==> config.mk <==
export PLATFORM = sky130hd
export DESIGN_NAME = branch_resolve_flat
export DESIGN_NICKNAME = d
export VERILOG_FILES = /design/src/rtl/common.sv /design/src/rtl/pipes.sv /design/src/rtl/branch_resolve_pkg.sv /design/src/rtl/branch_resolve_if.sv /design/src/rtl/branch_cmp.sv /design/src/rtl/branch_resolve.sv /design/src/flat_wrapper.sv
export SDC_FILE = /design/constraint.sdc
export NUM_CORES = 1
export LEC_CHECK = 0
export CORE_AREA = 2 2 148 150
export CTS_BUF_LIST = sky130_fd_sc_hd__clkbuf_4
export CTS_CLUSTER_SIZE = 14
export DETAILED_ROUTE_END_ITERATION = 7
export DIE_AREA = 0 0 150 152
export DONT_BUFFER_PORTS = 1
export HOLD_SLACK_MARGIN = 0.12
export PLACE_DENSITY = 0.83
export SLEW_MARGIN = 20
export SYNTH_ARGS = -nofsm -noshare
export SYNTH_HDL_FRONTEND = slang
export SYNTH_SLANG_ARGS = --single-unit
==> constraint.sdc <==
create_clock -name clk -period 3.9 [get_ports clk]
set_input_delay 0.78 -clock clk [delete_from_list [all_inputs] [get_ports clk]]
set_output_delay 0.78 -clock clk [all_outputs]
set_load 0.01 [all_outputs]
==> src/rtl/common.sv <==
// Shared scalar and word types used across pipeline blocks.
//   u1  : single-bit logic
//   u32 : 32-bit logic word
package common;

    typedef logic        u1;
    typedef logic [31:0] u32;

endpackage

==> src/rtl/pipes.sv <==
// Pipeline-wide definitions: branch opcode encoding and default fall-through step.
package pipes;

    typedef enum logic [2:0] {
        BR_BEQ  = 3'b000,
        BR_BNE  = 3'b001,
        BR_BLT  = 3'b100,
        BR_BGE  = 3'b101,
        BR_BLTU = 3'b110,
        BR_BGEU = 3'b111
    } branch_op_t;

    localparam int unsigned PC_STEP_DEF = 4;

endpackage

==> src/rtl/branch_resolve_pkg.sv <==
// Branch-resolution helpers shared by the branch_resolve top.
//   op_illegal    : opcode is one of the two unassigned encodings (010/011)
//   resolve_taken : direction from the registered compare flags
package branch_resolve_pkg;

    import pipes::*;

    localparam int unsigned OP_W = 3;

    function automatic logic op_illegal(input logic [OP_W-1:0] op);
        return (op[2:1] == 2'b01);
    endfunction

    // Unassigned encodings fall into default and resolve not-taken.
    function automatic logic resolve_taken(input logic [OP_W-1:0] op,
                                           input logic eq,
                                           input logic lt,
                                           input logic ltu);
        logic t;
        t = 1'b0;
        case (op)
            BR_BEQ:  t = eq;
            BR_BNE:  t = !eq;
            BR_BLT:  t = lt;
            BR_BGE:  t = !lt;
            BR_BLTU: t = ltu;
            BR_BGEU: t = !ltu;
            default: t = 1'b0;
        endcase
        return t;
    endfunction

endpackage

==> src/rtl/branch_resolve_if.sv <==
// Branch request / resolution bus.
//   master : upstream + downstream side (drives request, out_ready, flush)
//   slave  : branch_resolve side (drives in_ready and the resolved result)
interface branch_resolve_if #(
    parameter int unsigned WIDTH = 64
);

    logic             in_valid;
    logic             in_ready;
    logic [2:0]       op;
    logic [WIDTH-1:0] rs1;
    logic [WIDTH-1:0] rs2;
    logic [WIDTH-1:0] pc;
    logic [WIDTH-1:0] imm;
    logic             pred_taken;
    logic             flush;
    logic             out_valid;
    logic             out_ready;
    logic             taken;
    logic             mispredict;
    logic [WIDTH-1:0] redirect_pc;
    logic             illegal_op;

    modport master (
        output in_valid, op, rs1, rs2, pc, imm, pred_taken, flush, out_ready,
        input  in_ready, out_valid, taken, mispredict, redirect_pc, illegal_op
    );

    modport slave (
        input  in_valid, op, rs1, rs2, pc, imm, pred_taken, flush, out_ready,
        output in_ready, out_valid, taken, mispredict, redirect_pc, illegal_op
    );

endinterface

==> src/rtl/branch_cmp.sv <==
// Operand comparator for branch resolution.
//   a, b : WIDTH-bit operands
//   eq   : a == b on all bits
//   lt   : a < b as two's-complement
//   ltu  : a < b as unsigned magnitude
module branch_cmp #(
    parameter int unsigned WIDTH = 64
) (
    input  logic [WIDTH-1:0] a,
    input  logic [WIDTH-1:0] b,
    output logic             eq,
    output logic             lt,
    output logic             ltu
);

    assign eq  = (a == b);
    assign lt  = ($signed(a) < $signed(b));
    assign ltu = (a < b);

endmodule

==> src/rtl/branch_resolve.sv <==
// Two-stage elastic branch resolver.
//   S1 registers compare flags, op, both candidate PCs and the prediction;
//   S2 registers direction, mispredict, redirect PC and illegal-op flag.
// Ports:
//   clk, reset : clock, synchronous active-high reset
//   bus        : branch_resolve_if.slave request/result handshake
//   br_count, mispred_count : 32-bit saturating statistics
//                             (only with BRANCH_RESOLVE_STATS_EN defined)
module branch_resolve
    import common::*;
    import pipes::*;
    import branch_resolve_pkg::*;
#(
    parameter int unsigned WIDTH   = 64,
    parameter int unsigned PC_STEP = PC_STEP_DEF
) (
    input  logic             clk,
    input  logic             reset,
    branch_resolve_if.slave  bus
`ifdef BRANCH_RESOLVE_STATS_EN
    ,
    output u32               br_count,
    output u32               mispred_count
`endif
);

    u1                w_eq;
    u1                w_lt;
    u1                w_ltu;
    u1                w_s2_load;
    u1                w_s1_adv;
    u1                w_in_fire;
    u1                w_taken;
    u1                w_illegal;
    logic [WIDTH-1:0] w_redirect;

    u1                r_s1_valid;
    u1                r_s1_eq;
    u1                r_s1_lt;
    u1                r_s1_ltu;
    logic [OP_W-1:0]  r_s1_op;
    logic [WIDTH-1:0] r_s1_pc_tgt;
    logic [WIDTH-1:0] r_s1_pc_seq;
    u1                r_s1_pred;

    u1                r_s2_valid;
    u1                r_s2_taken;
    u1                r_s2_mispredict;
    logic [WIDTH-1:0] r_s2_redirect;
    u1                r_s2_illegal;

    branch_cmp #(.WIDTH(WIDTH)) u_cmp (
        .a   (bus.rs1),
        .b   (bus.rs2),
        .eq  (w_eq),
        .lt  (w_lt),
        .ltu (w_ltu)
    );

    // Elastic control: S2 loads when empty or drained; S1 moves with S2.
    assign w_s2_load    = !r_s2_valid || bus.out_ready;
    assign w_s1_adv     = w_s2_load;
    assign bus.in_ready = !r_s1_valid || w_s1_adv;
    assign w_in_fire    = bus.in_valid && bus.in_ready;

    // Stage 1: capture compare flags and both candidate PCs (wrapping adds).
    always_ff @(posedge clk) begin
        if (reset) begin
            r_s1_valid  <= 1'b0;
            r_s1_eq     <= 1'b0;
            r_s1_lt     <= 1'b0;
            r_s1_ltu    <= 1'b0;
            r_s1_op     <= '0;
            r_s1_pc_tgt <= '0;
            r_s1_pc_seq <= '0;
            r_s1_pred   <= 1'b0;
        end else begin
            if (bus.flush) begin
                r_s1_valid <= 1'b0;
            end else if (bus.in_ready) begin
                r_s1_valid <= bus.in_valid;
            end
            if (w_in_fire && !bus.flush) begin
                r_s1_eq     <= w_eq;
                r_s1_lt     <= w_lt;
                r_s1_ltu    <= w_ltu;
                r_s1_op     <= bus.op;
                r_s1_pc_tgt <= bus.pc + bus.imm;
                r_s1_pc_seq <= bus.pc + WIDTH'(PC_STEP);
                r_s1_pred   <= bus.pred_taken;
            end
        end
    end

    // Stage 2 resolution logic.
    always_comb begin
        w_taken    = resolve_taken(r_s1_op, r_s1_eq, r_s1_lt, r_s1_ltu);
        w_illegal  = op_illegal(r_s1_op);
        w_redirect = w_taken ? r_s1_pc_tgt : r_s1_pc_seq;
    end

    // Stage 2: result register, held while downstream stalls.
    always_ff @(posedge clk) begin
        if (reset) begin
            r_s2_valid      <= 1'b0;
            r_s2_taken      <= 1'b0;
            r_s2_mispredict <= 1'b0;
            r_s2_redirect   <= '0;
            r_s2_illegal    <= 1'b0;
        end else begin
            if (bus.flush) begin
                r_s2_valid <= 1'b0;
            end else if (w_s2_load) begin
                r_s2_valid <= r_s1_valid;
            end
            if (w_s2_load && r_s1_valid && !bus.flush) begin
                r_s2_taken      <= w_taken;
                r_s2_mispredict <= (w_taken != r_s1_pred);
                r_s2_redirect   <= w_redirect;
                r_s2_illegal    <= w_illegal;
            end
        end
    end

    assign bus.out_valid   = r_s2_valid;
    assign bus.taken       = r_s2_taken;
    assign bus.mispredict  = r_s2_mispredict;
    assign bus.redirect_pc = r_s2_redirect;
    assign bus.illegal_op  = r_s2_illegal;

`ifdef BRANCH_RESOLVE_STATS_EN
    u1  w_out_fire;
    u32 r_br_count;
    u32 r_mispred_count;

    assign w_out_fire = r_s2_valid && bus.out_ready;

    // Saturating statistics; only reset clears them, flush does not.
    always_ff @(posedge clk) begin
        if (reset) begin
            r_br_count      <= '0;
            r_mispred_count <= '0;
        end else if (w_out_fire) begin
            if (r_br_count != '1) begin
                r_br_count <= r_br_count + 32'd1;
            end
            if (r_s2_mispredict && (r_mispred_count != '1)) begin
                r_mispred_count <= r_mispred_count + 32'd1;
            end
        end
    end

    assign br_count      = r_br_count;
    assign mispred_count = r_mispred_count;
`endif

endmodule

==> src/flat_wrapper.sv <==
// flat-port wrapper written by rule: the top's interface ports become plain ports
module branch_resolve_flat import common::*; import pipes::*; import branch_resolve_pkg::*;
#(
    parameter int unsigned WIDTH   = 64,
    parameter int unsigned PC_STEP = PC_STEP_DEF
)
  (clk, reset, bus_in_valid, bus_op, bus_rs1, bus_rs2, bus_pc, bus_imm, bus_pred_taken, bus_flush, bus_out_ready, bus_in_ready, bus_out_valid, bus_taken, bus_mispredict, bus_redirect_pc, bus_illegal_op);
  branch_resolve_if #(.WIDTH(WIDTH)) bus_i ();
  input  logic clk;
  input  logic reset;
  input wire logic [$bits(bus_i.in_valid)-1:0] bus_in_valid;
  input wire logic [$bits(bus_i.op)-1:0] bus_op;
  input wire logic [$bits(bus_i.rs1)-1:0] bus_rs1;
  input wire logic [$bits(bus_i.rs2)-1:0] bus_rs2;
  input wire logic [$bits(bus_i.pc)-1:0] bus_pc;
  input wire logic [$bits(bus_i.imm)-1:0] bus_imm;
  input wire logic [$bits(bus_i.pred_taken)-1:0] bus_pred_taken;
  input wire logic [$bits(bus_i.flush)-1:0] bus_flush;
  input wire logic [$bits(bus_i.out_ready)-1:0] bus_out_ready;
  output wire logic [$bits(bus_i.in_ready)-1:0] bus_in_ready;
  output wire logic [$bits(bus_i.out_valid)-1:0] bus_out_valid;
  output wire logic [$bits(bus_i.taken)-1:0] bus_taken;
  output wire logic [$bits(bus_i.mispredict)-1:0] bus_mispredict;
  output wire logic [$bits(bus_i.redirect_pc)-1:0] bus_redirect_pc;
  output wire logic [$bits(bus_i.illegal_op)-1:0] bus_illegal_op;
  assign bus_i.in_valid = bus_in_valid;
  assign bus_i.op = bus_op;
  assign bus_i.rs1 = bus_rs1;
  assign bus_i.rs2 = bus_rs2;
  assign bus_i.pc = bus_pc;
  assign bus_i.imm = bus_imm;
  assign bus_i.pred_taken = bus_pred_taken;
  assign bus_i.flush = bus_flush;
  assign bus_i.out_ready = bus_out_ready;
  assign bus_in_ready = bus_i.in_ready;
  assign bus_out_valid = bus_i.out_valid;
  assign bus_taken = bus_i.taken;
  assign bus_mispredict = bus_i.mispredict;
  assign bus_redirect_pc = bus_i.redirect_pc;
  assign bus_illegal_op = bus_i.illegal_op;
  branch_resolve #(.WIDTH(WIDTH), .PC_STEP(PC_STEP)) u_core (.clk(clk), .reset(reset), .bus(bus_i));
endmodule
==> run metrics <==
Post-Route Skew=33.43 ps; cell taking the most area after synthesis=dfxtp_1; Hold Vio Cnt, Final=0; clock period minus worst slack=3287 ps; grt total ovfl=0; Hold Buf Count CTS=0; most frequent cells in the layout=dfxtp_1, nand2_1, nor2_1; Worst Hold Class=primary input to flip-flop; most common cell after layout, fill and taps aside=dfxtp_1; first-pass GRT wire length=63070 microns; worst slew pin tran=807.6 ps; worst slack, placed=-38.54 ps; Iteration-0 DRC Markers=974; Die Y=152 microns; wire length per cell=19.42 microns; Final Wtd Congestion=0.9593; register area share after synthesis=0.2900; Slew HR=0.4616; Sinks on Clock Net=204; cts repair resizes=0; layout overhead on the synthesized area=5.988%; Mapped Cells=1774; CP Max Fanout=4; Lkg Pwr=6.495 nW; clk_lat worst skew=690 ps; Clock transition at path regs=80 ps; Root Driver=clkbuf_4; largest net degree at the start of global routing=191; VDD IR max=0.3074 mV; RSZ-0062 raised after global routing=no; Final #Nets=2144; crit path launch type=primary input; Synth top area share=0.2900; syn avg cell area=7.940 sq um; fraction of layout cells with a size suffix above 1=0.07937; Post-synth ARST share=0; PwrDens=363.4 nW/um^2; Critical Path AT=3870 ps; Row Count=54; Clock Path Buffers=3; Core Util, Final=0.6992; Netlist cell types=81; Synth Register Bits=204; die width=150 microns; fin crit share=0.8429; leading register cell type out of synthesis=dfxtp_1; CTS Buf Count=54; post-route ant nets=0; top post-synthesis cells by area=dfxtp_1, ha_1, a211oi_1, a21oi_1, nand2_1; Required @ worst endpoint=4490 ps; kind of critical path=primary input to flip-flop; Max-cap violations=0; Initial Utilization=0.6597; syn nets=2168; synth warn=0; PortBufs=0; Residual DRC=0; DP HPWL=30500 microns; initial antenna violation count=2; status=finished, final reports clean; die area=22800 sq um; Ports=334; Final TNS setup=0 ps; core area=21350 sq um; PnR worst setup slack=612.5 ps; CTS tree=built; endpoints failing setup=0; Routed WL=40220 microns; H-tree depth=2; number of flops mapped to enable cells by yosys=0; Filler cells=1798; vias in the first global route=12470; Setup Fix Bufs, Post-CTS=0; FMAX=304.2 MHz; Hold WS=190.7 ps; via count=13120; DR vias/cell=6.336; Overall Global Routing Usage=0.3389; CP Capture Type=flip-flop; total chip power=5.424 mW; Pre-antenna DRT Iters=5; Final Max Tran Viols=0; Mapped Area=14080 sq um
[registers in the layout (all words and copies together), names as in the netlist, 3 cells and up]
register and flops:
u_core.bus.redirect_pc 64, u_core.r_s1_pc_seq 64, u_core.r_s1_pc_tgt 64, u_core.r_s1_op 3
[final timing paths]
kind / from / end / slack [ps] / depth (start not counted)
min reg2reg: u_core.r_s1_pc_tgt[18] / u_core.r_s1_pc_tgt[18] / 450 / 2
max reg2reg: u_core.bus.out_valid / u_core.r_s1_pc_seq[22] / 1380 / 6
min: bus_flush / u_core.bus.out_valid / 190 / 1
max: bus_imm[1] / u_core.r_s1_pc_tgt[61] / 610 / 12
[cell type report]
| class | count | area, sq um | share of cell area |
|---|---|---|---|
| antenna | 2 | 5.005 | 0.0003353 |
| clock buffer | 80 | 600.6 | 0.04023 |
| clock inverter | 15 | 86.33 | 0.005783 |
| inverter | 81 | 304.0 | 0.02037 |
| multi-input combinational | 1382 | 9258 | 0.6201 |
| sequential | 204 | 4084 | 0.2736 |
| tap | 280 | 350.3 | 0.02347 |
| timing repair buffer | 27 | 240.2 | 0.01609 |
[critical path, stage by stage]
cell       delay [ps]
ha_1              300
a211o_1           330
a211oi_2          320
o22ai_2           210
o2111a_1          290
o31ai_1           340
o211ai_1          190
a2111oi_0         480
buf_4             190
nor2_1             60
mux2i_1           140
o31ai_1           220
[kinds of logic (layout without fill, tap and decap cells)]
group,after synthesis,after routing,synth area share
AO/OA/AOI/OAI,505,505,0.2375
XOR/XNOR,109,109,0.06778
adder cells (fa/ha/maj),129,129,0.1151
buffers and inverters,188,203,0.05445
flip-flops,204,204,0.2900
multiplexers,70,70,0.04984
other,0,2,0
AND/OR/NAND/NOR,569,569,0.1854
[synth_stat cells (all sizes together), types with 19 or more instances]
cell,number
xnor2,51
a211oi,123
nor3,19
nand3,39
buf,19
ha,128
xor2,58
o21ai,64
a21o,61
inv,81
mux2i,69
nand4,47
nor2,184
dfxtp,204
and3,22
nand2,190
a21oi,158
clkbuf,85
[per-stage QoR]
stage | cells | cell area, sq um
5_1_grt | 2071 | 14930
3_5_place_dp | 1974 | 14240
4_1_cts | 2069 | 14920
6_report | 2071 | 14930
2_1_floorplan | 1774 | 14080
3_3_place_gp | 1974 | 14240
[report_power, final]
part	total, mW	switching (mW)	leakage [nW]	internal (mW)
Clock	1.91	0.913	0.417	1.00
Combinational	1.22	0.702	4.41	0.516
Sequential	2.29	0.0866	1.67	2.21
[metal layers]
| metal | vias to the layer above | track usage | share of wire |
|---|---|---|---|
| li1 | 6357 | - | - |
| met1 | 6083 | 0.4404 | 0.42 |
| met2 | 566 | 0.5506 | 0.46 |
| met3 | 115 | 0.07658 | 0.084 |
| met4 | 0 | 0.1222 | 0.034 |
| met5 | - | 0 | 0 |
Note: power is estimated with default switching activity, not from simulation.
